## src/rtl/pipe_stage_skid_if.sv

```systemverilog
// Valid/ready link bundle for one pipeline stage.
// slave  : the stage itself (consumes in_*, produces out_*).
// master : the environment around the stage (upstream producer and downstream consumer).
interface pipe_stage_skid_if #(
  parameter int DATA_WIDTH = 64
);
  logic                  in_valid;
  logic                  in_ready;
  logic [DATA_WIDTH-1:0] in_data;
  logic                  out_valid;
  logic                  out_ready;
  logic [DATA_WIDTH-1:0] out_data;

  modport slave (
    input  in_valid,
    input  in_data,
    input  out_ready,
    output in_ready,
    output out_valid,
    output out_data
  );

  modport master (
    output in_valid,
    output in_data,
    output out_ready,
    input  in_ready,
    input  out_valid,
    input  out_data
  );
endinterface

```

## src/rtl/pipe_stage_skid.sv

```systemverilog
// Pipeline stage with valid/ready handshake and a 2-entry skid buffer.
// in_ready is a pure register, so back-pressure never crosses stages combinationally.
// Supports flush (squash) and a saturating stall-cycle counter.
module pipe_stage_skid #(
  parameter int                    DATA_WIDTH      = 64,
  parameter logic [DATA_WIDTH-1:0] RESET_VALUE     = '0,
  parameter bit                    CLEAR_ON_FLUSH  = 1'b1,
  parameter int                    STALL_CNT_WIDTH = 16
) (
  input  logic                       clk,
  input  logic                       reset,
  input  logic                       flush,
  input  logic                       clr_stats,
  output logic [1:0]                 occupancy,
  output logic [STALL_CNT_WIDTH-1:0] stall_cnt,
  pipe_stage_skid_if.slave           bus
);

  logic                       r_m_valid;
  logic                       r_s_valid;
  logic [DATA_WIDTH-1:0]      r_m_data;
  logic [DATA_WIDTH-1:0]      r_s_data;
  logic                       r_rdy;
  logic [STALL_CNT_WIDTH-1:0] r_stall_cnt;

  logic w_accept;
  logic w_emit;
  logic w_m_valid_nxt;
  logic w_s_valid_nxt;
  logic w_load_m_in;
  logic w_load_m_skid;
  logic w_load_s_in;

  assign w_accept = bus.in_valid & r_rdy;
  assign w_emit   = r_m_valid & bus.out_ready;

  assign bus.in_ready  = r_rdy;
  assign bus.out_valid = r_m_valid;
  assign bus.out_data  = r_m_data;
  assign occupancy     = {1'b0, r_m_valid} + {1'b0, r_s_valid};
  assign stall_cnt     = r_stall_cnt;

  // Next-state and load enables for the empty / main-only / main+skid occupancy cases.
  always_comb begin
    w_m_valid_nxt = r_m_valid;
    w_s_valid_nxt = r_s_valid;
    w_load_m_in   = 1'b0;
    w_load_m_skid = 1'b0;
    w_load_s_in   = 1'b0;
    if (!r_m_valid) begin
      if (w_accept) begin
        w_m_valid_nxt = 1'b1;
        w_load_m_in   = 1'b1;
      end
    end else if (!r_s_valid) begin
      if (w_accept && w_emit) begin
        w_load_m_in = 1'b1;
      end else if (w_emit) begin
        w_m_valid_nxt = 1'b0;
      end else if (w_accept) begin
        w_s_valid_nxt = 1'b1;
        w_load_s_in   = 1'b1;
      end
    end else if (w_emit) begin
      // Skid full: in_ready is low, so only a shift from skid to main can occur.
      w_s_valid_nxt = 1'b0;
      w_load_m_skid = 1'b1;
    end
  end

  // Valid bits and registered in_ready; reset > flush > normal.
  always_ff @(posedge clk) begin
    if (reset) begin
      r_m_valid <= 1'b0;
      r_s_valid <= 1'b0;
      r_rdy     <= 1'b0;
    end else if (flush) begin
      r_m_valid <= 1'b0;
      r_s_valid <= 1'b0;
      r_rdy     <= 1'b1;
    end else begin
      r_m_valid <= w_m_valid_nxt;
      r_s_valid <= w_s_valid_nxt;
      r_rdy     <= ~w_s_valid_nxt;
    end
  end

  // Payload registers load only on accept or skid shift.
  always_ff @(posedge clk) begin
    if (reset) begin
      r_m_data <= RESET_VALUE;
      r_s_data <= RESET_VALUE;
    end else if (flush) begin
      if (CLEAR_ON_FLUSH) begin
        r_m_data <= RESET_VALUE;
        r_s_data <= RESET_VALUE;
      end
    end else begin
      if (w_load_m_in) begin
        r_m_data <= bus.in_data;
      end else if (w_load_m_skid) begin
        r_m_data <= r_s_data;
      end
      if (w_load_s_in) begin
        r_s_data <= bus.in_data;
      end
    end
  end

  // Saturating count of cycles where output is valid but not taken.
  always_ff @(posedge clk) begin
    if (reset || clr_stats) begin
      r_stall_cnt <= '0;
    end else if (r_m_valid && !bus.out_ready && !flush && (r_stall_cnt != '1)) begin
      r_stall_cnt <= r_stall_cnt + 1'b1;
    end
  end

endmodule

```

## src/flat_wrapper.sv

```systemverilog
// flat-port wrapper written by rule: the top's interface ports become plain ports
module pipe_stage_skid_flat 
#(
  parameter int                    DATA_WIDTH      = 64,
  parameter logic [DATA_WIDTH-1:0] RESET_VALUE     = '0,
  parameter bit                    CLEAR_ON_FLUSH  = 1'b1,
  parameter int                    STALL_CNT_WIDTH = 16
)
  (clk, reset, flush, clr_stats, occupancy, stall_cnt, bus_in_valid, bus_in_data, bus_out_ready, bus_in_ready, bus_out_valid, bus_out_data);
  pipe_stage_skid_if #(.DATA_WIDTH(DATA_WIDTH)) bus_i ();
  input  logic clk;
  input  logic reset;
  input  logic flush;
  input  logic clr_stats;
  output logic [1:0] occupancy;
  output logic [STALL_CNT_WIDTH-1:0] stall_cnt;
  input wire logic [$bits(bus_i.in_valid)-1:0] bus_in_valid;
  input wire logic [$bits(bus_i.in_data)-1:0] bus_in_data;
  input wire logic [$bits(bus_i.out_ready)-1:0] bus_out_ready;
  output wire logic [$bits(bus_i.in_ready)-1:0] bus_in_ready;
  output wire logic [$bits(bus_i.out_valid)-1:0] bus_out_valid;
  output wire logic [$bits(bus_i.out_data)-1:0] bus_out_data;
  assign bus_i.in_valid = bus_in_valid;
  assign bus_i.in_data = bus_in_data;
  assign bus_i.out_ready = bus_out_ready;
  assign bus_in_ready = bus_i.in_ready;
  assign bus_out_valid = bus_i.out_valid;
  assign bus_out_data = bus_i.out_data;
  pipe_stage_skid #(.DATA_WIDTH(DATA_WIDTH), .RESET_VALUE(RESET_VALUE), .CLEAR_ON_FLUSH(CLEAR_ON_FLUSH), .STALL_CNT_WIDTH(STALL_CNT_WIDTH)) u_core (.clk(clk), .reset(reset), .flush(flush), .clr_stats(clr_stats), .occupancy(occupancy), .stall_cnt(stall_cnt), .bus(bus_i));
endmodule
```

## config.mk

```make
export PLATFORM = sky130hd
export DESIGN_NAME = pipe_stage_skid_flat
export DESIGN_NICKNAME = d
export VERILOG_FILES = /design/src/rtl/pipe_stage_skid_if.sv /design/src/rtl/pipe_stage_skid.sv /design/src/flat_wrapper.sv
export SDC_FILE = /design/constraint.sdc
export NUM_CORES = 1
export LEC_CHECK = 0
export ABC_AREA = 1
export BUFFER_PORTS_ARGS = -buffer_cell sky130_fd_sc_hd__buf_2
export CAP_MARGIN = 20
export CORE_ASPECT_RATIO = 0.75
export CORE_MARGIN = 2
export CORE_UTILIZATION = 45
export CTS_CLUSTER_DIAMETER = 200
export DETAILED_ROUTE_END_ITERATION = 8
export HOLD_SLACK_MARGIN = 0.1
export MAX_ROUTING_LAYER = met4
export PLACE_DENSITY = 0.7
export REMOVE_ABC_BUFFERS = 1
export SLEW_MARGIN = 20
export SYNTH_ARGS = -nofsm -noshare
export SYNTH_HDL_FRONTEND = slang
export SYNTH_SLANG_ARGS = --single-unit
```

## constraint.sdc

```tcl
create_clock -name clk -period 1.96 [get_ports clk]
set_clock_uncertainty 0.05 [all_clocks]
set_input_delay 0.196 -clock clk [delete_from_list [all_inputs] [get_ports clk]]
set_output_delay 0.196 -clock clk [all_outputs]
set_load 0.01 [all_outputs]
```

==> impl_metrics.toml <==
[synthesis]
yosys.area_share.simple_pct = 19.9
combinational_family_with_the_most_area_after_synthesis = "compound AO/OA/AOI/OAI gates"
yosys.cell_types.count = 27
post_synth_inst_count = 799
netlist.area_leader.share_pct = 49.4
synth_area_um2 = 5960
post_synthesis_mean_instance_area_um2 = 7.45
fraction_of_the_mapped_netlist_area_in_compound_gates_pct = 23.4
synthTopCellsByArea = "dfxtp_1 (49%), a21oi_1 (12%), o21ai_0 (9.5%)"
synth-xor-area-share_pct = 0.882
synth_top_cell_by_area = "dfxtp_1"
yosysWarningCount = 0
synth_sequential_area_ratio_pct = 49.4
post_synth_fa_ha_maj_area_fraction_pct = 0.420
muxShareOfSynthArea_pct = 0
postSynthRegisterBits = 147

[global_routing]
groute.layer.met2.usage_pct = 36.2
grt_pass1_wl_um = 27000
globalRouteMet1Util_pct = 32.9
pin_count_of_the_biggest_net_entering_global_routing = 131
vias_in_the_first_global_route = 5611
globalRoute.totalOverflow = 0
grt.met3_usage_pct = 5.48
number_of_antenna_violations_at_the_first_check_in_global_routing = 0
globalRoute.busiestLayer = "met2"
gr-usage-all-layers_pct = 24.1

[critical_path]
crit-reg2reg-launch = "u_core.stall_cnt[0]"
worst-endpoint-arrival_ns = 1.99
critPathLaunchType = "flop"
worst-endpoint-required_ns = 2.23
endpoint_of_the_worst_register_to_register_path = "u_core.stall_cnt[14]"
r2r_cells = 7
critical_path.max_fanout = 10
worstSetupEndpointType = "flop"
worst-r2r-setup-slack_ns = 0.25
worstSetupPathType = "reg -> reg"

[cells_and_area]
seq_area_um2 = 2940
fillers = 1189
finish.net_count = 1070
layout.cells.most_common_list = "buf_2 (153), nor2_1 (148), dfxtp_1 (147)"
layout_commonest_cell = "buf_2"
layout_cell_share_with_drive_strength_beyond_1_pct = 21.8
antenna_cells = 0
multi_input_comb_area_um2 = 2670
final_non_filler_cell_total = 1182
flow.area_growth_from_synthesis_pct = 35.7

[drt]
ant_nets = 0
post-route-drc-count = 0
drt_first_iter_violations = 461
drt-pass1-iter-count = 5
dr_total_vias = 6050
postRouteWirelength_um = 16700
vias_per_cell = 5.12
route.detailed.wl_per_inst_um = 14.2

[min_path]
worst_hold_path.endpoint = "u_core.stall_cnt[6]"
hp-start = "clr_stats"
hold-path-cell-count = 4
timing.hold.worst.class = "in -> reg"

[clock_tree]
tritoncts_num_sinks = 147
cts_made_buffers = 17
clock_insertion_delay_worst_skew_ns = 0.41
htree_levels = 4
maximum_count_of_clock_buffers_along_a_single_path = 2
tritoncts = "done"
cts_resized = 0
clk_pin_slew_ns = 0.06
cts-root-buf = "clkbuf_16"

[timing]
slew_violations = 0
fin_crit_sh_pct = 87.3
achievable-frequency_mhz = 584
finalHoldViolations = 0
final.setup.worst_slack_ns = 0.248
grt_setup_unrepaired = "false"
final_setup_violation_count = 0
worstMarginPinSlew_ns = 0.497
relSlewSlack_pct = 66.9
period_minus_slack_ns = 1.71

[placement]
post_place_cells = 1083
gpl.final_weighted_congestion = 0.910
placement.setup.worst_slack_ns = 0.284
dp_hpwl_um = 9960
buffer_ports.inserted = 153

[power_and_ir_drop]
peakVddDrop_mv = 0.717
pwr_density_cell_nw_per_um2 = 842
power_leakage_nw = 3.37
total_power_mw = 6.80

[die]
die-area_um2 = 14200
initial_cell_density_of_the_core_pct = 45.9
fp-row-count = 36
io_pins = 154
chipHeight_um = 104
die_x_um = 137
fp.coreArea_um2 = 13000

[run]
max-cap-violations = 0

[run_status]
run_status = "finished clean"
[through the flow]
stage	setup TNS, ns	hold slack [ns]	cell area (µm²)	utilization [%]
finish	0	0.150	8080	62.3
detailed placement	0	0.403	6840	52.7
CTS	0	0.122	8080	62.3
floorplan	-111.60	0.215	5680	-
global route	0	0.156	8080	62.3
global placement	0	0.395	6840	52.7
[synth_stat cells]
master and count:
xnor2_1 2, o21ai_2 1, o21ai_4 1, nand3_1 11
dfxtp_1 147, nand2_1 114, nor2_4 3, o21ai_0 113
nor3_1 1, o21ai_1 18, buf_6 2, ha_1 2
nand2_2 5, inv_2 5, clkinv_1 1, buf_2 20
buf_4 7, xor2_1 4, a31oi_1 1, inv_1 15
clkbuf_2 9, and3_1 1, nand4_1 5, a21oi_1 141
clkbuf_1 16, nor2_1 148, nor2_2 6
[state kept, by name (all words and copies together), names as in the netlist]
signal / flops
u_core.bus.out_data: 64
u_core.r_s_data: 64
u_core.stall_cnt: 16
u_core.bus.in_ready: 1
u_core.bus.out_valid: 1
u_core.r_s_valid: 1
[how the worst max path moves through the flow]
stage,slack [ns],to,startpoint,depth (start not counted)
after global placement,0.33,u_core.stall_cnt[9],u_core.stall_cnt[0],7
after detailed placement,0.28,u_core.stall_cnt[14],u_core.stall_cnt[0],7
after global routing,0.1,u_core.stall_cnt[2],u_core.stall_cnt[0],7
after floorplan,-1.05,u_core.bus.out_data[0],u_core.bus.in_ready,6
final,0.25,u_core.stall_cnt[14],u_core.stall_cnt[0],7
after CTS,0.26,u_core.stall_cnt[14],u_core.stall_cnt[0],7
[where the power goes]
part	leakage [nW]	switching [mW]	total, mW	internal (mW)
Clock	0.275	1.35	3.14	1.79
Combinational	1.91	0.336	0.604	0.268
Sequential	1.19	0.0262	3.06	3.04
Total	3.37	1.71	6.80	5.09
[metal layers]
| layer | vias to the layer above | wire [µm] | part of all wire, % |
|---|---|---|---|
| met5 | - | 0 | 0 |
| met4 | 0 | 76 | 0.45 |
| met3 | 6 | 1150 | 6.9 |
| met2 | 223 | 7450 | 44 |
| met1 | 2757 | 8070 | 48 |
| li1 | 3064 | - | - |
[what timing repair did]
action | CTS | global route
endpoints found under the setup margin | 0 | 0
hold buffers | 67 | 0
buffers inserted | 0 | 0
hold endpoints to repair | 130 | 0
[area by class of cell]
| type | count | share of cell area, % |
|---|---|---|
| well taps | 171 | 2.65 |
| flip-flops and latches | 147 | 36.4 |
| clock buffers | 18 | 5.31 |
| clock inverters | 14 | 1.73 |
| multi-input cells | 577 | 33.1 |
| repair buffers | 234 | 19.9 |
| inverters | 21 | 0.976 |
[critical path, cell delays in order (launching register included)]
cell and delay (ns):
dfxtp_1 0.45, ha_1 0.24, nand2_1 0.08, nor2_2 0.15
nand2_2 0.11, o21ai_4 0.29, nand2_1 0.09, a21oi_1 0.17
[cell families (layout without fill, tap and decap cells)]
family | Yosys count | in the layout
AOI/OAI and AO/OA | 275 | 275
xor gates and xnor gates | 6 | 6
adders and majority gates | 2 | 2
buffers and inverters | 75 | 287
DFF | 147 | 147
and+or+nand+nor | 294 | 294
Note: power is estimated with default switching activity, not from simulation.
